$ cat config.mk
export PLATFORM = sky130hd
export DESIGN_NAME = lfa_sub_pipe
export DESIGN_NICKNAME = d
export VERILOG_FILES = /design/src/rtl/lfa_sub_pipe.sv
export SDC_FILE = /design/constraint.sdc
export NUM_CORES = 1
export LEC_CHECK = 0
export CORE_ASPECT_RATIO = 0.9
export CORE_MARGIN = 5
export CORE_UTILIZATION = 40
export DETAILED_ROUTE_END_ITERATION = 10
export GPL_TIMING_DRIVEN = 0
export MAX_ROUTING_LAYER = met4
export SYNTH_ARGS = -nofsm -noshare
export SYNTH_HDL_FRONTEND = slang
export SYNTH_SLANG_ARGS = --single-unit
$ cat constraint.sdc
create_clock -name clk -period 10.5 [get_ports clk]
set_input_delay 3.15 -clock clk [delete_from_list [all_inputs] [get_ports clk]]
set_output_delay 3.15 -clock clk [all_outputs]
set_load 0.02 [all_outputs]
$ cat src/rtl/lfa_sub_pipe.sv
// lfa_sub_pipe: pipelined, valid/ready handshaked Ladner-Fischer subtractor.
// Computes a - b as a + ~b + 1. The carry-in of 1 is folded into the bit-0
// generate term. Every prefix level is a register stage, so the pipeline has
// DEPTH+1 stages (S0 = preprocess, S1..SDEPTH = prefix levels).
// Optional feature: define LFA_SUB_OVF_EN to carry the operand sign bits
// down the pipe and add the signed-overflow output ovf.
module lfa_sub_pipe #(
    parameter  int WIDTH = 16,
    localparam int DEPTH = $clog2(WIDTH)
) (
    input  logic             clk,
    input  logic             rst,
    input  logic             in_valid,
    output logic             in_ready,
    input  logic [WIDTH-1:0] a,
    input  logic [WIDTH-1:0] b,
    output logic             out_valid,
    input  logic             out_ready,
    output logic [WIDTH-1:0] diff,
    output logic             borrow
`ifdef LFA_SUB_OVF_EN
    ,
    output logic             ovf
`endif
);

    // Per-stage state: valid bit, p0 (half-sum) carried to the end, group generate/propagate
    logic [DEPTH:0]   valid_r;
    logic [WIDTH-1:0] p0_r [0:DEPTH];
    logic [WIDTH-1:0] g_r  [0:DEPTH];
    logic [WIDTH-1:0] p_r  [0:DEPTH-1];
    logic [DEPTH:0]   ready_s;
    logic [WIDTH-1:0] nb_s;
    logic [WIDTH-1:0] p_in_s;
    logic [WIDTH-1:0] g_in_s;
    logic [WIDTH-1:0] diff_raw_s;
`ifdef LFA_SUB_OVF_EN
    logic [DEPTH:0]   sa_r;
    logic [DEPTH:0]   sb_r;
`endif

    // A stage can load when it is empty or everything below it will move.
    // Written in closed form to avoid a bit-serial combinational chain on one vector.
    for (genvar k = 0; k <= DEPTH; k++) begin : g_rdy
        assign ready_s[k] = out_ready | ~(&valid_r[DEPTH:k]);
    end

    // Handshakes are refused while reset is held
    assign in_ready = ready_s[0] & ~rst;

    // Preprocess: invert b, build half-sum and generate; bit 0 absorbs the carry-in of 1
    always_comb begin
        nb_s      = ~b;
        p_in_s    = a ^ nb_s;
        g_in_s    = a & nb_s;
        g_in_s[0] = a[0] | nb_s[0];
    end

    // Stage S0 register: preprocess results and the operand sign bits
    always_ff @(posedge clk or posedge rst) begin
        if (rst) begin
            valid_r[0] <= 1'b0;
            p0_r[0]    <= '0;
            g_r[0]     <= '0;
            p_r[0]     <= '0;
`ifdef LFA_SUB_OVF_EN
            sa_r[0]    <= 1'b0;
            sb_r[0]    <= 1'b0;
`endif
        end else if (ready_s[0]) begin
            valid_r[0] <= in_valid;
            p0_r[0]    <= p_in_s;
            g_r[0]     <= g_in_s;
            p_r[0]     <= p_in_s;
`ifdef LFA_SUB_OVF_EN
            sa_r[0]    <= a[WIDTH-1];
            sb_r[0]    <= b[WIDTH-1];
`endif
        end
    end

    // Prefix levels: in each 2^j group the upper half combines with the top bit of the lower half
    for (genvar j = 1; j <= DEPTH; j++) begin : g_lvl
        localparam int GRP  = 32'sd1 << j;
        localparam int HALF = GRP / 32'sd2;
        logic [WIDTH-1:0] g_nxt_s;

        for (genvar i = 0; i < WIDTH; i++) begin : g_gbit
            localparam int LO = (i / GRP) * GRP + HALF - 32'sd1;
            if ((i % GRP) >= HALF) begin : g_cell
                assign g_nxt_s[i] = g_r[j-1][i] | (p_r[j-1][i] & g_r[j-1][LO]);
            end else begin : g_pass
                assign g_nxt_s[i] = g_r[j-1][i];
            end
        end

        // Stage Sj register: combined generate, p0 passthrough, sign bits
        always_ff @(posedge clk or posedge rst) begin
            if (rst) begin
                valid_r[j] <= 1'b0;
                p0_r[j]    <= '0;
                g_r[j]     <= '0;
`ifdef LFA_SUB_OVF_EN
                sa_r[j]    <= 1'b0;
                sb_r[j]    <= 1'b0;
`endif
            end else if (ready_s[j]) begin
                valid_r[j] <= valid_r[j-1];
                p0_r[j]    <= p0_r[j-1];
                g_r[j]     <= g_nxt_s;
`ifdef LFA_SUB_OVF_EN
                sa_r[j]    <= sa_r[j-1];
                sb_r[j]    <= sb_r[j-1];
`endif
            end
        end

        // Group propagate is only needed by later levels, so the last level has none
        if (j < DEPTH) begin : g_plvl
            logic [WIDTH-1:0] p_nxt_s;
            for (genvar i = 0; i < WIDTH; i++) begin : g_pbit
                localparam int LO = (i / GRP) * GRP + HALF - 32'sd1;
                if ((i % GRP) >= HALF) begin : g_cell
                    assign p_nxt_s[i] = p_r[j-1][i] & p_r[j-1][LO];
                end else begin : g_pass
                    assign p_nxt_s[i] = p_r[j-1][i];
                end
            end

            // Stage Sj propagate register
            always_ff @(posedge clk or posedge rst) begin
                if (rst) begin
                    p_r[j] <= '0;
                end else if (ready_s[j]) begin
                    p_r[j] <= p_nxt_s;
                end
            end
        end
    end

    // Final sum from the last stage; bit i uses the carry out of bit i-1
    always_comb begin
        diff_raw_s              = '0;
        diff_raw_s[0]           = ~p0_r[DEPTH][0];
        diff_raw_s[WIDTH-1:1]   = p0_r[DEPTH][WIDTH-1:1] ^ g_r[DEPTH][WIDTH-2:0];
    end

    // Outputs are forced to zero when no result is held, so reset shows zeros
    always_comb begin
        out_valid = valid_r[DEPTH];
        diff      = '0;
        borrow    = 1'b0;
`ifdef LFA_SUB_OVF_EN
        ovf       = 1'b0;
`endif
        if (valid_r[DEPTH]) begin
            diff   = diff_raw_s;
            borrow = ~g_r[DEPTH][WIDTH-1];
`ifdef LFA_SUB_OVF_EN
            ovf    = (sa_r[DEPTH] ^ sb_r[DEPTH]) & (diff_raw_s[WIDTH-1] ^ sa_r[DEPTH]);
`endif
        end else begin
            diff   = '0;
            borrow = 1'b0;
`ifdef LFA_SUB_OVF_EN
            ovf    = 1'b0;
`endif
        end
    end

endmodule

## After elaboration in Yosys (flattened, before gate mapping)

Cells that the tools add are included.

| operators by class | value |
|---|---|
| multiplexer cells | 2 |
| bitwise operators | 107 |
| reductions and logical operators | 4 |

Operators by type and width:

| operator | count |
|---|---|
| $and 1x1->1 | 57 |
| $or 1x1->1 | 38 |
| $and 16x16->16 | 1 |
| $mux 16 | 1 |
| $not 16->16 | 1 |
| $xor 16x16->16 | 1 |
| $xor 15x15->15 | 1 |
| $not 1->1 | 8 |
| $reduce_and 5->1 | 1 |
| $reduce_and 4->1 | 1 |
| $reduce_and 3->1 | 1 |
| $reduce_and 2->1 | 1 |
| $mux 1 | 1 |

| word-level totals | value |
|---|---|
| word-level logic and storage cells | 131 |
| output and inout bits | 19 |
| flip-flop bits (word level) | 213 |
| input port bits | 36 |

## Longest topological paths before layout

| logic depth | value |
|---|---|
| depth in word-level cells | 4 |
| gate-level depth with buffers | 5 |
| depth with buffers taken out | 3 |

## Worst setup path before layout

No wires, ideal clock.

| path | value |
|---|---|
| path type | input to output |
| start | input port out_ready |
| end | output port in_ready |
| cell stages on the path | 5 |
| arrival time | 4062 ps |
| buffers on the path | 2 |
| data required time | 7350 ps |
| slack | 3288 ps |
| cell sequence | and4b_4 > and3_1 > buf_6 > buf_6 > nor2_1 |

| on the way | value |
|---|---|
| word-level cells in the longest chain between the ends | 2 |

Ends and longest elaborated chain:

| item | line | source |
|---|---|---|
| start: declaration | 18 | `input logic out_ready,` |
| $or 1x1->1 | 45 | `assign ready_s[k] = out_ready \| ~(&valid_r[DEPTH:k]);` |
| $and 1x1->1 | 49 | `assign in_ready = ready_s[0] & ~rst;` |
| end: declaration | 14 | `output logic in_ready,` |

No other way between the ends.

## Final worst setup path

Ends and elaborated chain as after synthesis.

==> results by group <==
Synthesis
  • Fraction of synthesized area in multiplexers: 15.7%
  • Most frequent cell after synthesis: dfrtp_1
  • Post-synthesis simple-gate area fraction: 10.2%
  • Xor and xnor area share after synthesis: 1.72%
  • Adder-cell area share of the yosys netlist: 2.61%
  • Top cells by count, synth: 188 x dfrtp_1, 109 x nand2_1, 102 x mux2_2
  • Synth Area in Compound Gates: 4.90%
  • Sequential area share after synthesis: 61.4%
  • Synth Cell Area: 7660 sq um
  • Synth warn: 0
  • EDFF count, synth: 0
  • Main combinational cell family by area after synthesis: multiplexers
  • Post-Syn Area per Cell: 12.1 sq um
  • Synth Register Bits: 188
  • Main area contributors after synthesis: dfrtp_1 61%, mux2_2 15%, nand2_1 5.3%
  • Top cell type's share of synthesized area: 61.4%
  • Post-synthesis net count: 687
  • Yosys top cell by area: dfrtp_1
  • Ys async rst share: 100%
  • Cells after Synth: 635
  • Top_reg_cell synth: dfrtp_1
  • Yosys cell types: 27

Route
  • Vias: 4647
  • Antenna Violating Nets Remaining: 0
  • Routed len/inst: 15.3 microns
  • DR vias/cell: 4.78
  • First-iteration detailed-routing DRC count: 345
  • Drt first pass iters: 4
  • DRC viols: 0
  • Final wirelength: 14.9 mm

Finish
  • Area growth, synth to finish: 19.8%
  • Inserted Diodes: 0
  • Share of layout cells above drive strength 1: 22.2%
  • Non-Filler Instances: 972
  • NumNets Final: 761

CTS
  • Total clock sinks: 188
  • CTS tree: done
  • Hold_buf cts: 0
  • Max clock buf depth: 2
  • Gates resized, CTS repair: 0
  • Latest clock arrival within the worst-skew pair: 0.43 ns
  • Clk slew on worst S/H paths: 0.07 ns
  • # H-tree levels: 4
  • Clock tree root buffer cell: clkbuf_16
  • Post-CTS setup buffer count: 0
  • Total clock buffers created by CTS: 17

Critical path
  • CP max stage delay: 0.61 ns
  • Register-to-Register Path Depth: 5
  • Critical path data required time: 7.35 ns
  • R2R setup slack: 8.82 ns
  • CP max stage cell: clkdlybuf4s50_1
  • Setup Crit Path Kind: in2out
  • Worst setup SP type: input port
  • R2r endpoint: g_r[67]
  • Worst Path Max Fanout: 10
  • Crit path arrival time: 5.12 ns
  • Critical path endpoint category: primary output
  • Reg-to-Reg Start: out_valid
  • CP Cell Sequence: clkdlybuf4s50_1 > and4b_4 > and3_1 > buf_6 > buf_6 > nor2_1 > clkdlybuf4s50_1

Power
  • Combinational power share: 23.3%
  • Power Density: 243 nW/um^2
  • Leak Pwr: 0.00419 uW
  • Pint: 1570 uW
  • Worst vdd ir: 0.000116 V
  • Clk pwr share: 30.0%
  • Seq pwr share: 46.7%
  • Sw Share: 29.5%
  • Switching pwr: 657 uW

Floorplanning
  • Die Span Y: 141 microns
  • Initial Utilization: 40.4%
  • Core area: 19000 sq um
  • Chip Width: 156 microns
  • Die footprint: 22000 sq um
  • Ports: 55
  • Rows: 48

STA
  • F_max: 121 MHz
  • Setup_tns: 0 ns
  • Final setup vio count: 0
  • Rel. slew slack: 56.2%
  • Final Hold Viols: 0
  • Tcrit/Tclk final: 78.8%
  • Tightest Pin Transition: 0.658 ns
  • Final min period: 8.27 ns
  • RSZ-0062 raised after global routing: no
  • Clock skew: 0.00687 ns
  • Final Max Slew Viols: 0

Placed design
  • Inst Count DP: 940
  • Port bufs: 54
  • RePlAce Congestion: 0.822
  • Final HPWL DP: 11.0 mm

Global route
  • Largest net degree at the start of global routing: 139
  • First-pass GRT wire length: 25.8 mm
  • Total gr overflow: 0
  • GRT Util Overall: 15.0%
  • Antenna violations before repair: 0
  • Vias in the first global route: 4855

Min path
  • Hold Crit Start: valid_r[0]
  • End point of the worst hold path: valid_r[1]
  • Hold path cells: 1
  • Hold/Removal Path Class: reg2reg

Status
  • Status: finished clean

Job
  • Maxcap violations: 0
critical path, delay by kind of cell:
kind | cells | cell delay [ns]
AND/OR/NAND/NOR | 3 | 0.53
buffers and inverters | 4 | 1.44
worst max-delay path by stage:
stage | from | endpoint | slack, ns | cells after the start
after CTS | out_ready | in_ready | 2.23 | 7
final | out_ready | in_ready | 2.23 | 7
after global routing | out_ready | in_ready | 2.17 | 7
after global placement | rst | p0_r[10] | 0.09 | 2
after floorplan | rst | g_lvl[1].g_nxt_s[0] | 2.24 | 1
after detailed placement | out_ready | in_ready | 2.24 | 7
registers in the layout (all words and copies together), names as in the netlist:
register and flops:
out_valid 1, p_r 25, g_lvl.g_plvl.p_nxt_s 14, p0_r 64, g_r 48, valid_r 4
g_lvl.g_nxt_s 32
power by group through the flow:
stage / registers, uW / logic, uW / clock network [uW]
floorplan: 1000 / 359 / 0
global placement: 1050 / 518 / 0
detailed placement: 1060 / 530 / 0
CTS: 1040 / 533 / 685
global route: 1070 / 580 / 716
finish: 1040 / 521 / 669
cells by family after synthesis:
logic type / Yosys count
mux: 107
fa+ha+maj: 16
buf+inv: 55
flops: 188
xor+xnor: 15
simple gates: 179
compound gates: 75
cell usage in the layout (no fill, tap or decap), types with 15 or more instances in the layout:
cell and instances:
nand3_1 25, a21oi_1 48, inv_1 21, and2_1 15
xor2_1 15, nand2_1 109, dfrtp_1 188, ha_1 16
buf_2 17, o21ai_0 24, nor2_1 17, clkbuf_16 17
mux2_2 102, clkdlybuf4s50_1 54
layer usage:
metal	wire, microns	GRT usage [%]	up-vias	share of wire (%)
li1	-	-	2279	-
met1	7390	21.2	2285	50
met2	6870	22.2	74	46
met3	463	3.23	9	3.1
met4	159	4.19	0	1.1
met5	0	-	-	0
layout make-up:
| cell class | count | area, sq um |
|---|---|---|
| multi-input combinational | 392 | 2700 |
| timing repair buffer | 55 | 568 |
| clock buffer | 18 | 439 |
| tap | 250 | 313 |
| fill | 1755 | 9810 |
| inverter | 22 | 90.1 |
| buffer | 33 | 176 |
| sequential | 188 | 4700 |
| clock inverter | 14 | 185 |
metrics by stage:
stage                     util (%)  total power (uW)  hold slack (ns)  setup slack (ns)  area [sq um]
after floorplan                  -              1360            0.425              2.24          7660
after global placement        44.9              1560            0.441            0.0947          8510
after detailed placement      45.0              1590            0.447              2.24          8550
after CTS                     48.3              2260            0.460              2.23          9170
after global routing          48.3              2360            0.483              2.17          9170
final                         48.3              2230            0.452              2.23          9170
No activity file was read; power rests on OpenSTA's default activity.
==> edit, RTL diff (same flow settings) <==
Add a define of `LFA_SUB_OVF_EN`.
--- a/src/rtl/lfa_sub_pipe.sv
+++ b/src/rtl/lfa_sub_pipe.sv
@@ -5,4 +5,6 @@
 // Optional feature: define LFA_SUB_OVF_EN to carry the operand sign bits
 // down the pipe and add the signed-overflow output ovf.
+`define LFA_SUB_OVF_EN
+
 module lfa_sub_pipe #(
     parameter  int WIDTH = 16,
Formal check against the unedited RTL (old outputs only; new: ovf): equivalent (Yosys induction, for registers that start in step).
==> edit against the original RTL <==
  * Via count increased by 5.7%
  * Sequential power rose by 6%
  * Global-route usage shrank 0.38 points
  * Fmax down 1.9%
  * Highest routed layer unchanged
  * Worst setup slack lost 0.16 ns
  * Non-clock buffer count is 3 higher
  * Routed wire length increased by 6.7%
  * Area after synthesis up 6.4%
  * Design area increased by 6.6%
  * Total power grew 9.0%
  * Core utilization is 0.58 points higher
  * Critical endpoint unchanged
  * Combinational power increased by 7.3%
  * Sequential cell count up 10
==> edit: results <==
group,metric,value,unit
synthesis,postSynth.asyncResetShare,100,%
synthesis,synthMuxAreaShare,17.1,%
synthesis,yosys_warnings,0,
synthesis,synth.area.top_cells,"dfrtp_1 (61%), mux2_2 (12%), nand2_1 (5.3%), mux2_4 (5.0%), a21oi_1 (2.9%)",
synthesis,synthFlopType,"dfrtp_1",
drt,drtIter0Drc,254,
synthesis,synth.net_count,716,
critical_path,critPathArrivalTime,5.28,ns
place,dpl_cell_area,0.00906,mm²
synthesis,synthCells,664,
place,gp_congestion,0.810,
place,placed_cells,975,
final_layout,n_fill_cell,1776,
cts,cts.repair.resized,0,
final_layout,layout.cells.non_filler,1007,
final_layout,diodes,0,
power_and_ir_drop,peakVddDrop,0.135,mV
global_routing,grtUsageTotal,14.6,%
cts,clock_latency,0.44,ns
global_routing,grt_max_degree,106,
place,port_buffers,55,
power_and_ir_drop,p_switching,673,µW
min_path,hold_start,"g_lvl[3].g_nxt_s[1]",
global_routing,antenna_found_initial,0,
power_and_ir_drop,power_leakage,4.48,nW
critical_path,critPathKind,"input port to output pin",
final_layout,largest_register_ffs,64,
critical_path,crit_fanout,10,
critical_path,cp-startpoint,"out_ready",
place,dpl.hpwl,11.6,mm
final_layout,nets,791,
synthesis,ys_seq_area_share,60.8,%
global_routing,grt_pass1_vias,5185,
synthesis,synth_xor_area_share,1.61,%
drt,vias,4910,
synthesis,ys_top_cells_by_count,"dfrtp_1 (198), nand2_1 (115), mux2_2 (87), a21oi_1 (48)",
outcome,status,"completed",
timing,clock_skew,0.0123,ns
critical_path,critPathTopFamily,"buffers and inverters",
drt,firstDrtPassIters,4,
drt,wl_per_cell,15.8,µm
critical_path,rr_startpoint,"out_valid",
synthesis,synth_compound_area_share,4.70,%
global_routing,grt_pass1_wl,26.8,mm
cts,numCtsBuffers,17,
cts,cts.htree.levels,4,
final_layout,final_layout_size_suffix_gt1_share,22.5,%
cts,postCtsSetupRepairBufs,0,
critical_path,cpMaxStageDelayCell,"clkdlybuf4s50_1",
cts,path_clk_slew,0.06,ns
place,dp_slack,2.10,ns
synthesis,synth-adder-area-share,2.46,%
critical_path,cpPeakStageDelay,0.61,ns
timing,tightest_slew,0.656,ns
cts,cts_buffer_depth,2,
final_layout,regMostFlops,"p0_r",
## edit: changes by cell type after synthesis, moves of 3 or more
cell	delta
dfrtp_1	+10
mux2_1	-4
o21ai_0	+3
mux2_4	+27
o21ai_1	-3
mux2_2	-15
nand2_1	+6
clkbuf_1	+5
buf_2	-3
## edit: per-layer routing
| layer | global-route usage, % | vias to the layer above | part of all wire, % |
|---|---|---|---|
| met4 | 4.00 | 0 | 0.69 |
| met2 | 21.5 | 78 | 46 |
| li1 | - | 2378 | - |
| met5 | - | - | 0 |
| met1 | 20.5 | 2448 | 50 |
| met3 | 3.51 | 6 | 3.3 |
## edit: area by class of cell
type | count | area, µm² | share of cell area, %
sequential | 198 | 4950 | 50.7
multi-input combinational | 409 | 2930 | 30.0
timing repair buffer | 56 | 578 | 5.91
clock buffer | 19 | 443 | 4.53
tap | 255 | 319 | 3.26
clock inverter | 13 | 275 | 2.82
buffer | 35 | 180 | 1.84
inverter | 22 | 90.1 | 0.922
## edit: path summary, 6_finish.rpt
check	slack (ns)	end	cells past startpoint
worst max-delay path	2.07	in_ready	8
worst min-delay path	0.47	g_lvl[3].g_nxt_s[1]	2
worst max register to register	8.37	g_r[36]	5
worst min register to register	0.47	g_lvl[3].g_nxt_s[1]	2
max in group asynchronous	6.37	p0_r[27]	3
min in group asynchronous	3.25	g_r[77]	2
## edit: stage by stage
stage                     utilization (%)  power (mW)  hold WS [ns]
final                                48.9        2.43         0.465
after global routing                 48.9        2.56         0.485
after CTS                            48.9        2.46         0.471
after detailed placement             45.3        1.68         0.456
after global placement               45.1        1.66         0.451
after floorplan                         -        1.44         0.433
## edit: worst reg2reg max path, delay by kind of cell, from the launching register on
family / cells / cell delay [ns]
flops: 1 / 0.45
simple gates: 3 / 0.71
buf+inv: 2 / 0.85
## edit: power by group through the flow
stage                     Combinational (mW)  Clock (mW)  Sequential, mW
after floorplan                        0.388           0            1.05
after global placement                 0.554           0            1.10
after detailed placement               0.569           0            1.11
after CTS                              0.572       0.791            1.10
after global routing                   0.619       0.821            1.12
final                                  0.559       0.776            1.10
## edit: cells by family after synthesis
group,Yosys count
xor gates and xnor gates,15
DFF,198
AOI/OAI and AO/OA,76
adders and majority gates,16
muxes,115
and+or+nand+nor,187
buffers and inverters,57
